**src/rtl/matrix_pkg.sv**
```systemverilog
// Shared definitions for the matrix storage access path.
// - Requester indices used on the req/done/gnt/start_pulse vectors.
// - Arbiter FSM state encoding.
// - Slot mapping helpers for the three round-robin requesters
//   (INPUT, GEN, DISP), which occupy slots 0, 1, 2 of the rotation.
package matrix_pkg;

    localparam int NUM_REQ = 4;

    localparam logic [1:0] REQ_INPUT  = 2'd0;
    localparam logic [1:0] REQ_GEN    = 2'd1;
    localparam logic [1:0] REQ_RESULT = 2'd2;
    localparam logic [1:0] REQ_DISP   = 2'd3;

    typedef logic [1:0] state_t;

    localparam state_t ST_IDLE     = 2'd0;
    localparam state_t ST_GRANT    = 2'd1;
    localparam state_t ST_BUSY     = 2'd2;
    localparam state_t ST_COOLDOWN = 2'd3;

    // Rotation slot -> requester index (slot 2 is DISP, skipping RESULT).
    function automatic logic [1:0] slot_to_id(input logic [1:0] slot);
        return (slot == 2'd2) ? REQ_DISP : slot;
    endfunction

    // Requester index -> rotation slot; only INPUT, GEN and DISP are ever passed.
    function automatic logic [1:0] id_to_slot(input logic [1:0] id);
        return (id == REQ_DISP) ? 2'd2 : id;
    endfunction

endpackage

```
**src/rtl/rr_pick3.sv**
```systemverilog
// Combinational round-robin picker over the three non-RESULT requesters.
// Ports:
//   req_slot  in  3  requests by rotation slot {DISP, GEN, INPUT}
//   rr_ptr    in  2  requester index of the previous round-robin winner
//   valid     out 1  some slot is requesting
//   winner    out 2  requester index of the first requesting slot after rr_ptr
module rr_pick3
    import matrix_pkg::*;
(
    input  logic [2:0] req_slot,
    input  logic [1:0] rr_ptr,
    output logic       valid,
    output logic [1:0] winner
);

    logic [1:0] cand;

    always_comb begin
        // NOTE: every signal written here gets a default first, so no path
        // leaves it unassigned and no latch is inferred.
        valid  = 1'b0;
        winner = REQ_INPUT;
        cand   = id_to_slot(rr_ptr);
        // Walk the three slots starting just after the previous winner.
        for (int i = 0; i < 3; i++) begin
            cand = (cand == 2'd2) ? 2'd0 : cand + 2'd1;
            if (!valid && req_slot[cand]) begin
                valid  = 1'b1;
                winner = slot_to_id(cand);
            end
        end
    end

endmodule

```
**src/rtl/matrix_access_arbiter.sv**
```systemverilog
// Single-owner arbiter for the matrix storage sequencers.
// Grants one of four requesters (INPUT, GEN, RESULT, DISP), strobes its
// storage start for one cycle, holds the grant until the owner's done or a
// timeout, then idles for a cooldown so the storage slot search settles.
// Ports:
//   clk, rst_n       clock, asynchronous active-low reset
//   req[3:0]         level requests (0 INPUT, 1 GEN, 2 RESULT, 3 DISP)
//   done[3:0]        completion pulses; only the owner's bit is honoured
//   clear_err        clears timeout_err (a coincident timeout wins)
//   gnt[3:0]         one-hot grant, zero when not owned
//   gnt_id[1:0]      encoded owner, valid while gnt != 0
//   start_pulse[3:0] one-cycle strobe toward storage in the GRANT cycle
//   busy             high in GRANT, BUSY and COOLDOWN
//   timeout_err      sticky timeout flag
//   timeout_id[1:0]  owner at the last timeout
module matrix_access_arbiter
    import matrix_pkg::*;
#(
    parameter int TIMEOUT_CYC    = 4096,
    parameter int COOLDOWN_CYC   = 2,
    parameter int MAX_RES_STREAK = 2
) (
    input  logic               clk,
    input  logic               rst_n,
    input  logic [NUM_REQ-1:0] req,
    input  logic [NUM_REQ-1:0] done,
    input  logic               clear_err,
    output logic [NUM_REQ-1:0] gnt,
    output logic [1:0]         gnt_id,
    output logic [NUM_REQ-1:0] start_pulse,
    output logic               busy,
    output logic               timeout_err,
    output logic [1:0]         timeout_id
);

    localparam int TMO_W = $clog2(TIMEOUT_CYC);
    localparam int CD_W  = $clog2(COOLDOWN_CYC + 1);
    localparam logic [TMO_W-1:0] TMO_LAST = TMO_W'(TIMEOUT_CYC - 1);
    localparam logic [CD_W-1:0]  CD_LOAD  = CD_W'(COOLDOWN_CYC - 1);
    // The streak saturates at the limit, so "== limit" also covers longer runs.
    localparam logic [1:0] STREAK_CAP = (MAX_RES_STREAK > 3) ? 2'd3 : 2'(MAX_RES_STREAK);

    state_t             state_q, state_d;
    logic [NUM_REQ-1:0] gnt_q, gnt_d;
    logic [1:0]         gnt_id_q, gnt_id_d;
    logic [NUM_REQ-1:0] start_pulse_q, start_pulse_d;
    logic               busy_q, busy_d;
    logic               timeout_err_q, timeout_err_d;
    logic [1:0]         timeout_id_q, timeout_id_d;
    logic [1:0]         rr_ptr_q, rr_ptr_d;
    logic [1:0]         res_streak_q, res_streak_d;
    logic [TMO_W-1:0]   tmo_cnt_q, tmo_cnt_d;
    logic [CD_W-1:0]    cd_cnt_q, cd_cnt_d;
    logic               done_seen_q, done_seen_d;

    logic       rr_valid;
    logic [1:0] rr_winner;
    logic       others_req, res_win, grant_ok, done_hit, tmo_hit;
    logic [1:0] win_id;

    rr_pick3 u_rr_pick3 (
        .req_slot ({req[REQ_DISP], req[REQ_GEN], req[REQ_INPUT]}),
        .rr_ptr   (rr_ptr_q),
        .valid    (rr_valid),
        .winner   (rr_winner)
    );

    assign others_req = req[REQ_INPUT] | req[REQ_GEN] | req[REQ_DISP];
    assign res_win    = req[REQ_RESULT] & ~((res_streak_q == STREAK_CAP) & others_req);
    assign grant_ok   = res_win | rr_valid;
    assign win_id     = res_win ? REQ_RESULT : rr_winner;
    // A done seen during GRANT is remembered so BUSY exits on its first cycle.
    assign done_hit   = done[gnt_id_q] | done_seen_q;
    assign tmo_hit    = (tmo_cnt_q == TMO_LAST);

    // State register.
    always_ff @(posedge clk or negedge rst_n) begin
        // NOTE: sequential state uses non-blocking assignments so every flop
        // samples pre-edge values regardless of statement order.
        if (!rst_n) state_q <= ST_IDLE;
        else        state_q <= state_d;
    end

    // Next-state logic.
    always_comb begin
        state_d = state_q;
        case (state_q)
            ST_IDLE:     if (grant_ok) state_d = ST_GRANT;
            ST_GRANT:    state_d = ST_BUSY;
            ST_BUSY:     if (done_hit || tmo_hit) state_d = ST_COOLDOWN;
            ST_COOLDOWN: if (cd_cnt_q == '0) state_d = ST_IDLE;
            default:     state_d = ST_IDLE;
        endcase
    end

    // Output and bookkeeping logic; all outputs leave through flops.
    always_comb begin
        gnt_d         = gnt_q;
        gnt_id_d      = gnt_id_q;
        start_pulse_d = '0;
        busy_d        = (state_d != ST_IDLE);
        timeout_err_d = timeout_err_q & ~clear_err;
        timeout_id_d  = timeout_id_q;
        rr_ptr_d      = rr_ptr_q;
        res_streak_d  = res_streak_q;
        tmo_cnt_d     = tmo_cnt_q;
        cd_cnt_d      = cd_cnt_q;
        done_seen_d   = done_seen_q;
        case (state_q)
            ST_IDLE: begin
                if (grant_ok) begin
                    gnt_d         = NUM_REQ'(1) << win_id;
                    gnt_id_d      = win_id;
                    start_pulse_d = NUM_REQ'(1) << win_id;
                    done_seen_d   = 1'b0;
                    if (res_win) begin
                        if (res_streak_q != STREAK_CAP) res_streak_d = res_streak_q + 2'd1;
                    end else begin
                        res_streak_d = 2'd0;
                        rr_ptr_d     = rr_winner;
                    end
                end
            end
            ST_GRANT: begin
                tmo_cnt_d   = '0;
                done_seen_d = done[gnt_id_q];
            end
            ST_BUSY: begin
                tmo_cnt_d = tmo_cnt_q + TMO_W'(1);
                if (done_hit || tmo_hit) begin
                    gnt_d    = '0;
                    cd_cnt_d = CD_LOAD;
                end
                // Setting after the clear above lets a coincident timeout win.
                if (!done_hit && tmo_hit) begin
                    timeout_err_d = 1'b1;
                    timeout_id_d  = gnt_id_q;
                end
            end
            ST_COOLDOWN: begin
                if (cd_cnt_q != '0) cd_cnt_d = cd_cnt_q - CD_W'(1);
            end
            default: ;
        endcase
    end

    always_ff @(posedge clk or negedge rst_n) begin
        if (!rst_n) begin
            gnt_q         <= '0;
            gnt_id_q      <= REQ_INPUT;
            start_pulse_q <= '0;
            busy_q        <= 1'b0;
            timeout_err_q <= 1'b0;
            timeout_id_q  <= 2'd0;
            rr_ptr_q      <= REQ_DISP;
            res_streak_q  <= 2'd0;
            tmo_cnt_q     <= '0;
            cd_cnt_q      <= '0;
            done_seen_q   <= 1'b0;
        end else begin
            gnt_q         <= gnt_d;
            gnt_id_q      <= gnt_id_d;
            start_pulse_q <= start_pulse_d;
            busy_q        <= busy_d;
            timeout_err_q <= timeout_err_d;
            timeout_id_q  <= timeout_id_d;
            rr_ptr_q      <= rr_ptr_d;
            res_streak_q  <= res_streak_d;
            tmo_cnt_q     <= tmo_cnt_d;
            cd_cnt_q      <= cd_cnt_d;
            done_seen_q   <= done_seen_d;
        end
    end

    assign gnt         = gnt_q;
    assign gnt_id      = gnt_id_q;
    assign start_pulse = start_pulse_q;
    assign busy        = busy_q;
    assign timeout_err = timeout_err_q;
    assign timeout_id  = timeout_id_q;

endmodule
```
**config.mk**
```make
export PLATFORM = sky130hd
export DESIGN_NAME = matrix_access_arbiter
export DESIGN_NICKNAME = d
export VERILOG_FILES = /design/src/rtl/matrix_pkg.sv /design/src/rtl/rr_pick3.sv /design/src/rtl/matrix_access_arbiter.sv
export SDC_FILE = /design/constraint.sdc
export NUM_CORES = 1
export LEC_CHECK = 0
export CAP_MARGIN = 40
export CELL_PAD_IN_SITES_DETAIL_PLACEMENT = 1
export CELL_PAD_IN_SITES_GLOBAL_PLACEMENT = 2
export CORE_AREA = 2 2 74 76
export CTS_CLUSTER_SIZE = 28
export DETAILED_ROUTE_END_ITERATION = 8
export DIE_AREA = 0 0 76 78
export HOLD_SLACK_MARGIN = 0.02
export PLACE_DENSITY = 0.86
export SYNTH_ARGS = -nofsm -noshare
export SYNTH_HDL_FRONTEND = slang
export SYNTH_SLANG_ARGS = --single-unit
```
**constraint.sdc**
```tcl
create_clock -name clk -period 5.2 [get_ports clk]
set_input_delay 0.52 -clock clk [delete_from_list [all_inputs] [get_ports clk]]
set_output_delay 0.52 -clock clk [all_outputs]
set_load 0.01 [all_outputs]
```
==> out/metrics.yaml <==
status: "finished, final reports clean"
clock_skew_ns: 0.00611
synth_flop_cell: "dfrtp_1"
ys_async_sr_fraction_pct: 100
htreeDepth: 2
ys_ff_latch: 35
yosys.area_share.adder_pct: 4.71
first_pass_iters: 4
drc: 0
crit_fanout: 13
rsz0062_at_grt: "no"
grt_pass1_wl_microns: 7180
cts_setup_buffers: 0
path_clk_slew_ns: 0.07
syn_area_per_cell_sq_um: 9.88
synth_top_family_by_area: "simple AND/OR/NAND/NOR gates"
via_per_inst: 5.09
synth_warnings: 0
wire_per_inst_microns: 14.5
io_buffers: 24
yosysTopAreaCell: "dfrtp_1"
syn_inst: 188
reg2reg_from: "state_q[0]"
grt_pass1_vias: 1500
slew_headroom_pct: 52.2
dp_hpwl_microns: 2910
p_leak_uw: 0.00101
holdPathEnd: "cd_cnt_q[0]"
critical_path_class: "reg -> reg"
hold_depth: 1
worstHoldStart: "cd_cnt_q[0]"
drive_above_1_share_pct: 12.7
antennaDiodeCount: 0
holdBufCountCts: 0
regToRegEndpoint: "gnt[3]"
synth_commonest_cells: "dfrtp_1, nand2_1, nor2_1"
drt_iter0_drc: 70
die_w_microns: 76
ys_types: 45
synth_edf_count: 0
p_per_area_nw_per_um2: 489
dpl-instance-area_sq_um: 2160
die-area_sq_um: 5930
cp-start-kind: "flop"
clock_sinks: 35
tightest_slew_ns: 0.712
rows: 26
cts_inserted_buffers: 5
synthMuxAreaShare_pct: 5.19
ir_drop_mv: 0.146
start_util_pct: 36.8
syn_nets: 206
core_sq_um: 5040
fin_crit_ns: 2.28
overflow: 0
post_cts_resized: 0
area_delta_synth_final_pct: 22.6
clk_path_buf_depth: 2
clkLatencyLatePin_ns: 0.29
synthTopCellsByArea: "dfrtp_1, ha_1, nand2_1, nor2_1, mux2_2"
finalHoldViolations: 0
yosys.area_share.simple_pct: 19.5
gp_congestion: 0.722
clock-root-buffer: "clkbuf_8"
finalSetupViolCount: 0
crit_required_ns: 5.37
grt_max_degree: 36
rrSetupSlack_ns: 2.92
place_inst: 274
vias: 1436
postRouteWirelength_microns: 4100
fin_cells: 282
final_nets: 229
antenna_found_initial: 0
yosysSeqAreaShare_pct: 47.3
finalWorstSetupSlack_ns: 2.92
drv_cap: 0
cts_tree: "built"
place_ws_ns: 2.60
synth_xor_area_share_pct: 3.30
fin_crit_sh_pct: 43.8
critPathArrivalTime_ns: 2.45
synth_top_area_share_pct: 44.4
hp-class: "reg -> reg"
critPathCaptureType: "flop"
die_h_microns: 78
post-route-cell-area_sq_um: 2280
final_antenna_net_count: 0
grtUsageTotal_pct: 15.1
synth_most_common_cell: "dfrtp_1"
syn_area_sq_um: 1860
reg2regPathDepth: 7
synth-compound-area-share_pct: 16.2
final.setup.tns_ns: 0
slew_violations: 0
fmax_mhz: 439
pin_count: 25
==> power breakdown <==
group / switching, uW / total [uW] / internal, uW
combinational: 246 / 452 / 206
sequential: 61.6 / 406 / 345
clock: 101 / 256 / 155
total: 408 / 1110 / 706
==> how the worst max path moves through the flow <==
stage / from / endpoint / slack, ns / cells past startpoint
finish: state_q[0] / gnt[3] / 2.92 / 7
global route: req[0] / rr_ptr_q[0] / 2.75 / 5
CTS: state_q[0] / gnt[0] / 2.91 / 7
detailed placement: req[0] / rr_ptr_q[0] / 2.60 / 5
global placement: req[0] / rr_ptr_q[0] / 2.72 / 5
floorplan: req[0] / rr_ptr_q[0] / 3.33 / 5
==> routing by layer <==
metal / vias to the layer above / part of all wire (%) / track usage (%) / routed length [microns]
met4: 0 / 0.32 / 4.36 / 13
met5: - / 0 / 0 / 0
met1: 711 / 47 / 19.1 / 1930
li1: 699 / - / - / -
met3: 2 / 3.3 / 4.07 / 136
met2: 24 / 49 / 25.4 / 2010
==> per-stage QoR <==
step / hold slack, ns / total power (uW) / util (%)
2_1_floorplan: 0.224 / 707 / -
3_3_place_gp: 0.467 / 853 / 42.8
3_5_place_dp: 0.474 / 865 / 42.8
4_1_cts: 0.488 / 1130 / 45.2
5_1_grt: 0.529 / 1210 / 45.2
6_report: 0.488 / 1110 / 45.2
==> cells in the final DEF, fill, tap and decap left out, types with 2 or more instances in the layout <==
| cell type | n |
|---|---|
| o22ai_1 | 2 |
| mux2_2 | 5 |
| o21ai_0 | 11 |
| mux2_4 | 2 |
| xnor2_1 | 4 |
| ha_1 | 7 |
| nor2b_1 | 5 |
| nand2_1 | 23 |
| o221ai_1 | 2 |
| a21oi_1 | 2 |
| clkbuf_8 | 6 |
| nor3_1 | 3 |
| inv_1 | 10 |
| a22o_1 | 5 |
| and3_1 | 2 |
| nand2b_1 | 5 |
| nand3_1 | 6 |
| clkdlybuf4s50_1 | 24 |
| a22oi_1 | 2 |
| dfstp_2 | 2 |
| a21o_1 | 3 |
| nor2_1 | 18 |
| xor2_1 | 3 |
| dfrtp_1 | 33 |
| o31ai_1 | 3 |
==> registers in the layout, indices dropped and copies added, names as in the netlist <==
signal / count
busy: 1
cd_cnt_q: 2
done_seen_q: 1
gnt: 4
gnt_id: 2
res_streak_q: 2
rr_ptr_q: 2
start_pulse: 4
state_q: 2
timeout_err: 1
timeout_id: 2
tmo_cnt_q: 12
==> critical path, cell delays in order (launching register included) <==
cell	delay, ns
dfrtp_1	0.46
inv_1	0.11
ha_1	0.48
nand3_1	0.13
or4_4	0.47
o21ai_2	0.11
a21oi_1	0.13
a22o_1	0.29
==> cells by family after synthesis <==
| group | after synthesis |
|---|---|
| compound gates | 41 |
| simple gates | 71 |
| buf+inv | 19 |
| flops | 35 |
| fa+ha+maj | 7 |
| mux | 8 |
| xor+xnor | 7 |
==> cell type report <==
class                      count  area [sq um]
multi-input combinational    134           908
tap                           70          87.6
fill                         594          2770
sequential                    35           878
timing repair buffer          25           248
inverter                      10          37.5
clock inverter                 2          35.0
clock buffer                   6          82.6
(Power assumes the default switching activity.)
